--- src/rtl/mm_pkg.sv ---
// Shared types and default sizes for the matrix-multiply controller.
package mm_pkg;

  localparam int MM_DW_DEFAULT = 8;
  localparam int MM_N_DEFAULT  = 4;

  typedef enum logic [2:0] {
    IDLE,
    CLEAR,
    MAC,
    FLUSH,
    STORE,
    DONE
  } state_t;

endpackage

--- src/rtl/mm_idx_cnt.sv ---
// Nested i/j/k index counter for the C = A*B sequencer.
// k counts MAC steps; j advances per stored element and wraps into i.
module mm_idx_cnt #(
  parameter int N  = 4,
  parameter int AW = 4
) (
  input  logic          clk,
  input  logic          rst,
  input  logic          clr_all,
  input  logic          clr_k,
  input  logic          inc_k,
  input  logic          inc_j,
  output logic [AW-1:0] i,
  output logic [AW-1:0] j,
  output logic [AW-1:0] k,
  output logic          k_last,
  output logic          last_elem
);

  localparam logic [AW-1:0] LAST = AW'(N - 1);

  assign k_last    = (k == LAST);
  assign last_elem = (i == LAST) && (j == LAST);

  // NOTE: non-blocking assignments keep every counter update referring to
  // the pre-edge values, independent of statement order.
  always_ff @(posedge clk or posedge rst) begin
    if (rst) begin
      i <= '0;
      j <= '0;
      k <= '0;
    end else if (clr_all) begin
      i <= '0;
      j <= '0;
      k <= '0;
    end else begin
      if (clr_k) begin
        k <= '0;
      end else if (inc_k) begin
        k <= k_last ? '0 : k + AW'(1);
      end
      if (inc_j) begin
        if (j == LAST) begin
          j <= '0;
          i <= (i == LAST) ? '0 : i + AW'(1);
        end else begin
          j <= j + AW'(1);
        end
      end
    end
  end

endmodule

--- src/rtl/mm_ctrl.sv ---
// Sequencer for C = A*B over N x N matrices: CLEAR, N x MAC, FLUSH, STORE per element.
// Optional macro MM_CTRL_PERF_EN adds the 32-bit cycleCnt busy-cycle counter.
module mm_ctrl
  import mm_pkg::*;
#(
  parameter int DW = MM_DW_DEFAULT,
  parameter int N  = MM_N_DEFAULT,
  parameter int AW = $clog2(N * N)
) (
  input  logic          clk,
  input  logic          rst,
  input  logic          start,
  input  logic          abort,
  output logic [AW-1:0] aAddr,
  output logic [AW-1:0] bAddr,
  output logic [AW-1:0] cAddr,
  output logic          accZero,
  output logic          accWriteEn,
  output logic          cWriteEn,
  output logic          busy,
  output logic          done
`ifdef MM_CTRL_PERF_EN
  ,
  output logic [31:0]   cycleCnt
`endif
);

  if (N < 2 || N > 16 || DW < 1) begin : g_param_check
    $error("mm_ctrl: N must be in 2..16 and DW at least 1");
  end

  localparam logic [AW-1:0] NW = AW'(N);

  state_t        state;
  logic [AW-1:0] i, j, k;
  logic          k_last, last_elem;
  logic          start_ok;
  logic [AW-1:0] k_nxt, row_base;

  assign start_ok = (state == IDLE) && start && !abort;
  assign k_nxt    = k + AW'(1);
  assign row_base = i * NW;

  mm_idx_cnt #(
    .N (N),
    .AW(AW)
  ) u_idx (
    .clk      (clk),
    .rst      (rst),
    .clr_all  (start_ok),
    .clr_k    (state == CLEAR),
    .inc_k    (state == MAC),
    .inc_j    ((state == STORE) && !abort),
    .i        (i),
    .j        (j),
    .k        (k),
    .k_last   (k_last),
    .last_elem(last_elem)
  );

  // Outputs are set on the edge that enters a state, so they line up with it.
  always_ff @(posedge clk or posedge rst) begin
    if (rst) begin
      state      <= IDLE;
      aAddr      <= '0;
      bAddr      <= '0;
      cAddr      <= '0;
      accZero    <= 1'b0;
      accWriteEn <= 1'b0;
      cWriteEn   <= 1'b0;
      busy       <= 1'b0;
      done       <= 1'b0;
    end else begin
      accZero    <= 1'b0;
      cWriteEn   <= 1'b0;
      done       <= 1'b0;
      // One-cycle-delayed MAC indicator covers the operand RAM read latency.
      accWriteEn <= (state == MAC) && !abort;
      if (abort) begin
        state <= IDLE;
        busy  <= 1'b0;
      end else begin
        case (state)
          IDLE: begin
            if (start) begin
              state   <= CLEAR;
              accZero <= 1'b1;
              busy    <= 1'b1;
            end
          end
          CLEAR: begin
            state <= MAC;
            aAddr <= row_base;
            bAddr <= j;
          end
          MAC: begin
            if (k_last) begin
              state <= FLUSH;
            end else begin
              aAddr <= row_base + k_nxt;
              bAddr <= k_nxt * NW + j;
            end
          end
          FLUSH: begin
            state    <= STORE;
            cWriteEn <= 1'b1;
            cAddr    <= row_base + j;
          end
          STORE: begin
            if (last_elem) begin
              state <= DONE;
              done  <= 1'b1;
            end else begin
              state   <= CLEAR;
              accZero <= 1'b1;
            end
          end
          DONE: begin
            state <= IDLE;
            busy  <= 1'b0;
          end
          default: begin
            state <= IDLE;
            busy  <= 1'b0;
          end
        endcase
      end
    end
  end

`ifdef MM_CTRL_PERF_EN
  always_ff @(posedge clk or posedge rst) begin
    if (rst) begin
      cycleCnt <= '0;
    end else if (start_ok) begin
      cycleCnt <= '0;
    end else if (busy) begin
      cycleCnt <= cycleCnt + 32'd1;
    end
  end
`endif

endmodule

--- config.mk ---
export PLATFORM = sky130hd
export DESIGN_NAME = mm_ctrl
export DESIGN_NICKNAME = d
export VERILOG_FILES = /design/src/rtl/mm_pkg.sv /design/src/rtl/mm_idx_cnt.sv /design/src/rtl/mm_ctrl.sv
export SDC_FILE = /design/constraint.sdc
export NUM_CORES = 1
export LEC_CHECK = 0
export BUFFER_PORTS_ARGS = -buffer_cell sky130_fd_sc_hd__buf_2
export CAP_MARGIN = 15
export CORE_ASPECT_RATIO = 1.1
export CORE_MARGIN = 2
export CORE_UTILIZATION = 50
export DETAILED_ROUTE_END_ITERATION = 8
export GPL_ROUTABILITY_DRIVEN = 0
export GPL_TIMING_DRIVEN = 0
export PLACE_DENSITY = 0.69
export SETUP_SLACK_MARGIN = 0.05
export SLEW_MARGIN = 20
export SYNTH_ARGS = -nofsm -noshare
export SYNTH_HDL_FRONTEND = slang
export SYNTH_SLANG_ARGS = --single-unit
--- constraint.sdc ---
create_clock -name clk -period 1.9 [get_ports clk]
set_input_delay 0.095 -clock clk [delete_from_list [all_inputs] [get_ports clk]]
set_output_delay 0.095 -clock clk [all_outputs]
set_load 0.1 [all_outputs]
======== After elaboration in Yosys (flattened, before gate mapping) ========
Cells that the tools add are included.
word-level totals
  memories ................................ 0
  flip-flop bits (word level) ............. 32
  ROM bits ................................ 0
  word-level logic and storage cells ...... 79
  input port bits ......................... 4
  memory bits (writable) .................. 0
  bits in latches ......................... 0
  output and inout bits ................... 17
operators by class
  eq/ne operators ......................... 11
  mux-type cells .......................... 32
  reduce and logical (&&, ||, !) cells .... 17
  add/sub/neg operators ................... 6
  shifts and indexed selects .............. 0
  bitwise operators ....................... 1
  magnitude comparators ................... 0
  div/mod/pow operators ................... 0
  multipliers ............................. 0
operator list
  cell                                                   number
  two-way mux 4 bit                                      13
  case mux 4 bit (2 select lines)                        2
  case mux 3 bit (5 select lines)                        1
  adder 4 x 1 -> 4 bit, second input constant            3
  adder 4 bit                                            3
  equality test 4 x 2 -> 1 bit, second input constant    3
  two-way mux 3 bit                                      4
  two-way mux 1 bit                                      10
  AND reduction 2 bit                                    4
  equality test 3 x 2 -> 1 bit, second input constant    2
  inequality test 3 bit, second input constant           2
  nonzero test 2 bit                                     3
  logical AND 1 bit                                      5
  case mux 1 bit (2 select lines)                        2
  OR reduction 4 bit                                     1
  equality test 3 x 1 -> 1 bit, second input constant    1
  equality test 3 bit, second input constant             1
  zero test 3 bit                                        1
  AND reduction 3 bit                                    1
  nonzero test 3 bit                                     1
  inequality test 2 x 1 -> 1 bit, second input constant  1
  inequality test 2 bit, second input constant           1
  zero test 1 bit                                        1
  NOT 1 bit                                              1

======== Logic depth before layout (Yosys ltp) ========
  word-level depth ........................ 5
  mapped depth ............................ 7
  depth with buffers taken out ............ 7

======== By module ========
A second synthesis with hierarchy kept.
second synthesis, totals
  cell total of the unflattened synthesis .. 150
  area, all modules ....................... 1641.6 um^2
by module, submodules not included
  module      sequential area each (um^2)  area each (um^2)  times used  cells each
  mm_ctrl     500.5                        987.2             1           89
  mm_idx_cnt  300.3                        654.4             1           61

======== Least setup slack after synthesis ========
Ideal clock, no wire load.
  path kind ............................... register to register
  start point ............................. reg u_idx.k[0]
  end point ............................... reg aAddr[3]
  period minus slack after synthesis ...... 1767 ps
  setup slack ............................. 133 ps
  library setup time ...................... 71 ps
  stages on the path, launching flop included .. 8
  data required time ...................... 1829 ps
  path buffers ............................ 0
  data arrival time ....................... 1696 ps
  path through ............................ dfrtp_1 > ha_1 > xor2_1 > ha_1 > xnor2_1 > xnor2_1 > or4_1 > nand4_1
on the way
  word-level cells in the longest chain between the ends .. 4
  elaborated cells on any way between the ends .. 7
  those cells by class .................... add/sub (2); eq/ne (2); mux (2); reduce/logical (1)
RTL lines
  item                             RTL line          source
  start, declared                  mm_idx_cnt.sv:15  output logic [AW-1:0] k,
  start signal, assigned           mm_idx_cnt.sv:40  k <= k_last ? '0 : k + AW'(1);
  adder 4 x 1 -> 4 bit             mm_ctrl.sv:41     assign k_nxt = k + AW'(1);
  adder 4 bit                      mm_ctrl.sv:100    aAddr <= row_base + k_nxt;
  two-way mux 4 bit                mm_ctrl.sv:97     if (k_last) begin
  case mux 4 bit (2 select lines)  mm_ctrl.sv:83     case (state)
  end signal, assigned             mm_ctrl.sv:93     aAddr <= row_base;
  end signal, assigned             mm_ctrl.sv:100
  end, declared                    mm_ctrl.sv:14     output logic [AW-1:0] aAddr,
Several ways; a longest one is shown, not always the timed one. The select of a mux whose other input is x is not followed.
A chain may end at the register's enable or synchronous reset.

======== Worst setup path after layout ========
Same ends and word-level chain as after synthesis.

==> flow_summary_export.csv <==
group,metric,value,unit
synthesis,seq_area_frac_synth,0.482,
synthesis,synth_edf_count,0,
setup_path,r2r_slack,0.1,ns
synthesis,syn_area,1660,µm²
worst_hold_path,worstHoldPathType,"in -> reg",
global_route,grt.overflow.total,0,
synthesis,ys_types,48,
global_route,use_met1,0.269,
setup_path,crit_type,"reg -> reg",
global_route,grt_pass1_vias,1358,
timing,worstMarginPinSlew,0.658,ns
setup_path,r2r_cells,7,
power,power_density,944,nW/µm²
timing,hold_viol_final,0,
job,drv_cap,0,
synthesis,ys.flop_type,"dfrtp_1",
setup_path,cp-end-kind,"flop",
floorplanning,start_util,0.536,
power,switchingPower,0.790,mW
final_layout,fin_util,0.634,
drt,drcViolationCount,0,
final_layout,seq_area,802,µm²
cts,cts_root_buf,"clkbuf_4",
cts,h-tree-depth,2,
power,p_leak,0.946,nW
timing,fin_crit,1.80,ns
floorplanning,rows,21,
drt,vias,1331,
synthesis,ys_warn_count,0,
synthesis,synth_common_cells,"32 x dfrtp_1, 15 x nor2_1, 13 x a21oi_1",
cts,insertion_delay,0.34,ns
drt,routed_wl,3.53,mm
timing,setup_violations,0,
final_layout,fillCellCount,255,
final_layout,multiInputGateArea,842,µm²
timing,finClkSkew,0.00943,ns
cts,cts.clk_slew.worst_paths,0.11,ns
global_route,grt_pass1_wl,6.15,mm
floorplanning,ios,21,
synthesis,ys_seq_elements,32,
timing,fin_setup_tns,0,ns
setup_path,path_max_fanout,5,
power,seqPwrFrac,0.421,
power,p_comb_frac,0.351,
synthesis,synth_area_leaders,"dfrtp_1 48%, ha_1 4.5%, a21oi_1 3.9%",
setup_path,path_cells,"ha_4 -> xor2_1 -> ha_2 -> xnor2_2 -> xnor2_1 -> or4_1 -> nand4_1",
cts,cts_tree,"done",
floorplanning,die-area,3800,µm²
cts,clk_path_buf_depth,2,
floorplanning,core_area,3100,µm²
final_layout,layout-area-overhead-vs-synth,18.3,%
synthesis,syn_nets,174,
timing,maxSlewHeadroom,0.561,
placed_design,portBuffers,20,
final_layout,diodes,0,
power,internal_power,1.07,mW
setup_path,arrival,2.08,ns
worst_hold_path,min_to,"accZero",
worst_hold_path,min_from,"start",
floorplanning,die_w,59.0,µm
synthesis,synth_top_area_cell,"dfrtp_1",
synthesis,syn_avg_cell_area,10.1,µm²
drt,drt_iter0_drc,52,
timing,finalCritPeriodShare,0.948,
worst_hold_path,min_path_cells,3,
placed_design,dp_hpwl,2.41,mm
floorplanning,die_h,64.5,µm
global_route,use_met2,0.347,
synthesis,yosysMostFrequentCell,"dfrtp_1",
global_route,busiest_layer,"met2",
synthesis,async_reset_ff_frac,1.00,
drt,wl_per_cell,15.2,µm
drt,firstDrtPassIters,4,
drt,vias_per_cell,5.71,
cts,cts_buffers,5,
setup_path,cp_slowest_cell,"dfrtp_2",
power,clkPwrFrac,0.229,
cts,clock-sinks,32,
power,swShare,0.426,
drt,antenna_left,0,
timing,rsz0062_at_grt,"yes",
final_layout,drive_gt1_frac,0.261,
final_layout,nets,208,
setup_path,worstPathRequired,2.18,ns
setup_path,cpPeakStageDelay,0.45,ns
global_route,grt_max_degree,33,
outcome,status,"completed",
timing,maxSlewViolCount,0,
power,peakVddDrop,0.531,mV
global_route,grt_use_total,0.214,
synthesis,yosysTopAreaCellShare,0.482,
timing,whs,0.166,ns
global_route,antenna_found_initial,0,
setup_path,r2r_end,"aAddr[3]",
synthesis,syn_inst,164,
timing,max_freq,0.555,GHz
setup_path,rr_startpoint,"u_idx.k[0]",
setup_path,startpoint_type,"flop",
global_route,met3_usage,0.0559,
worst max-delay path, delay by kind of cell (launching register included):
kind | cells | cell delay (ns)
xor gates and xnor gates | 3 | 0.44
adders and majority gates | 2 | 0.37
DFF | 1 | 0.45
and+or+nand+nor | 2 | 0.48
worst max path at each step:
stage	start	endpoint	slack [ns]
2_1_floorplan	u_idx.k[0]	aAddr[3]	0.13
3_3_place_gp	u_idx.k[0]	bAddr[1]	-0.07
3_5_place_dp	u_idx.k[0]	bAddr[1]	-0.12
4_1_cts	state[2]	u_idx.k[1]	0.06
5_1_grt	state[1]	u_idx.k[3]	0.02
6_report	u_idx.k[0]	aAddr[3]	0.1
placed cells by master (no fill, tap or decap), drive strengths merged, types with 3 or more instances in the layout:
cell type | Yosys | routed
nand4 | 4 | 4
buf | 2 | 27
nor3b | 4 | 4
xnor2 | 7 | 7
inv | 8 | 8
o21ai | 9 | 9
a21oi | 13 | 13
nor2 | 15 | 15
mux2 | 5 | 5
nand2 | 11 | 11
clkbuf | 4 | 11
or3b | 3 | 3
nand3 | 4 | 4
dfrtp | 32 | 32
ha | 6 | 6
nand2b | 4 | 4
nor3 | 4 | 4
state kept, by name, summed over array words and instances, names as in the netlist:
| name | flops |
|---|---|
| cWriteEn | 1 |
| u_idx.i | 4 |
| accWriteEn | 1 |
| aAddr | 4 |
| accZero | 1 |
| busy | 1 |
| done | 1 |
| cAddr | 4 |
| u_idx.j | 4 |
| u_idx.k | 4 |
| bAddr | 4 |
| state | 3 |
metal layers:
metal  vias to the layer above  routed length [µm]
met4                         0                  65
li1                        654                   -
met2                        22                1770
met1                       648                1590
met5                         -                   0
met3                         7                 100
cell families (layout without fill, tap and decap cells):
logic type,after synthesis,count (layout),synth area share
compound gates,35,35,0.132
mux,5,5,0.0339
simple gates,63,63,0.225
xor+xnor,9,9,0.0474
flops,32,32,0.482
fa+ha+maj,6,6,0.0452
buf+inv,14,49,0.0346
power by group through the flow:
stage | combinational, mW | clock [mW] | sequential [mW]
2_1_floorplan | 0.166 | 0 | 1.13
5_1_grt | 0.692 | 0.465 | 0.789
3_3_place_gp | 0.600 | 0 | 0.792
6_report | 0.651 | 0.424 | 0.781
4_1_cts | 0.639 | 0.433 | 0.775
3_5_place_dp | 0.601 | 0 | 0.796
stage by stage:
step	std cells	area (µm²)	setup slack [ns]	total power [mW]
6_report	233	1970	0.0981	1.86
2_1_floorplan	164	1660	0.133	1.30
3_3_place_gp	218	1800	-0.0700	1.39
5_1_grt	233	1970	0.0203	1.95
3_5_place_dp	218	1800	-0.123	1.40
4_1_cts	233	1930	0.0576	1.85
timing repair:
item,in CTS,in global routing
hold buffers,2,0
pin swaps,1,0
setup buffers,5,0
endpoints found under the hold margin,34,0
gates resized for setup,2,8
setup endpoints to repair,3,15
area by class of cell:
type                    instances  share of cell area
multi-input cells             118               0.428
flip-flops and latches         32               0.408
repair buffers                 27              0.0802
clock buffers                   7              0.0280
well taps                      34              0.0216
inverters                       8              0.0153
plain buffers                   6              0.0146
clock inverters                 1             0.00382
Power figures use the tool's default switching activity.
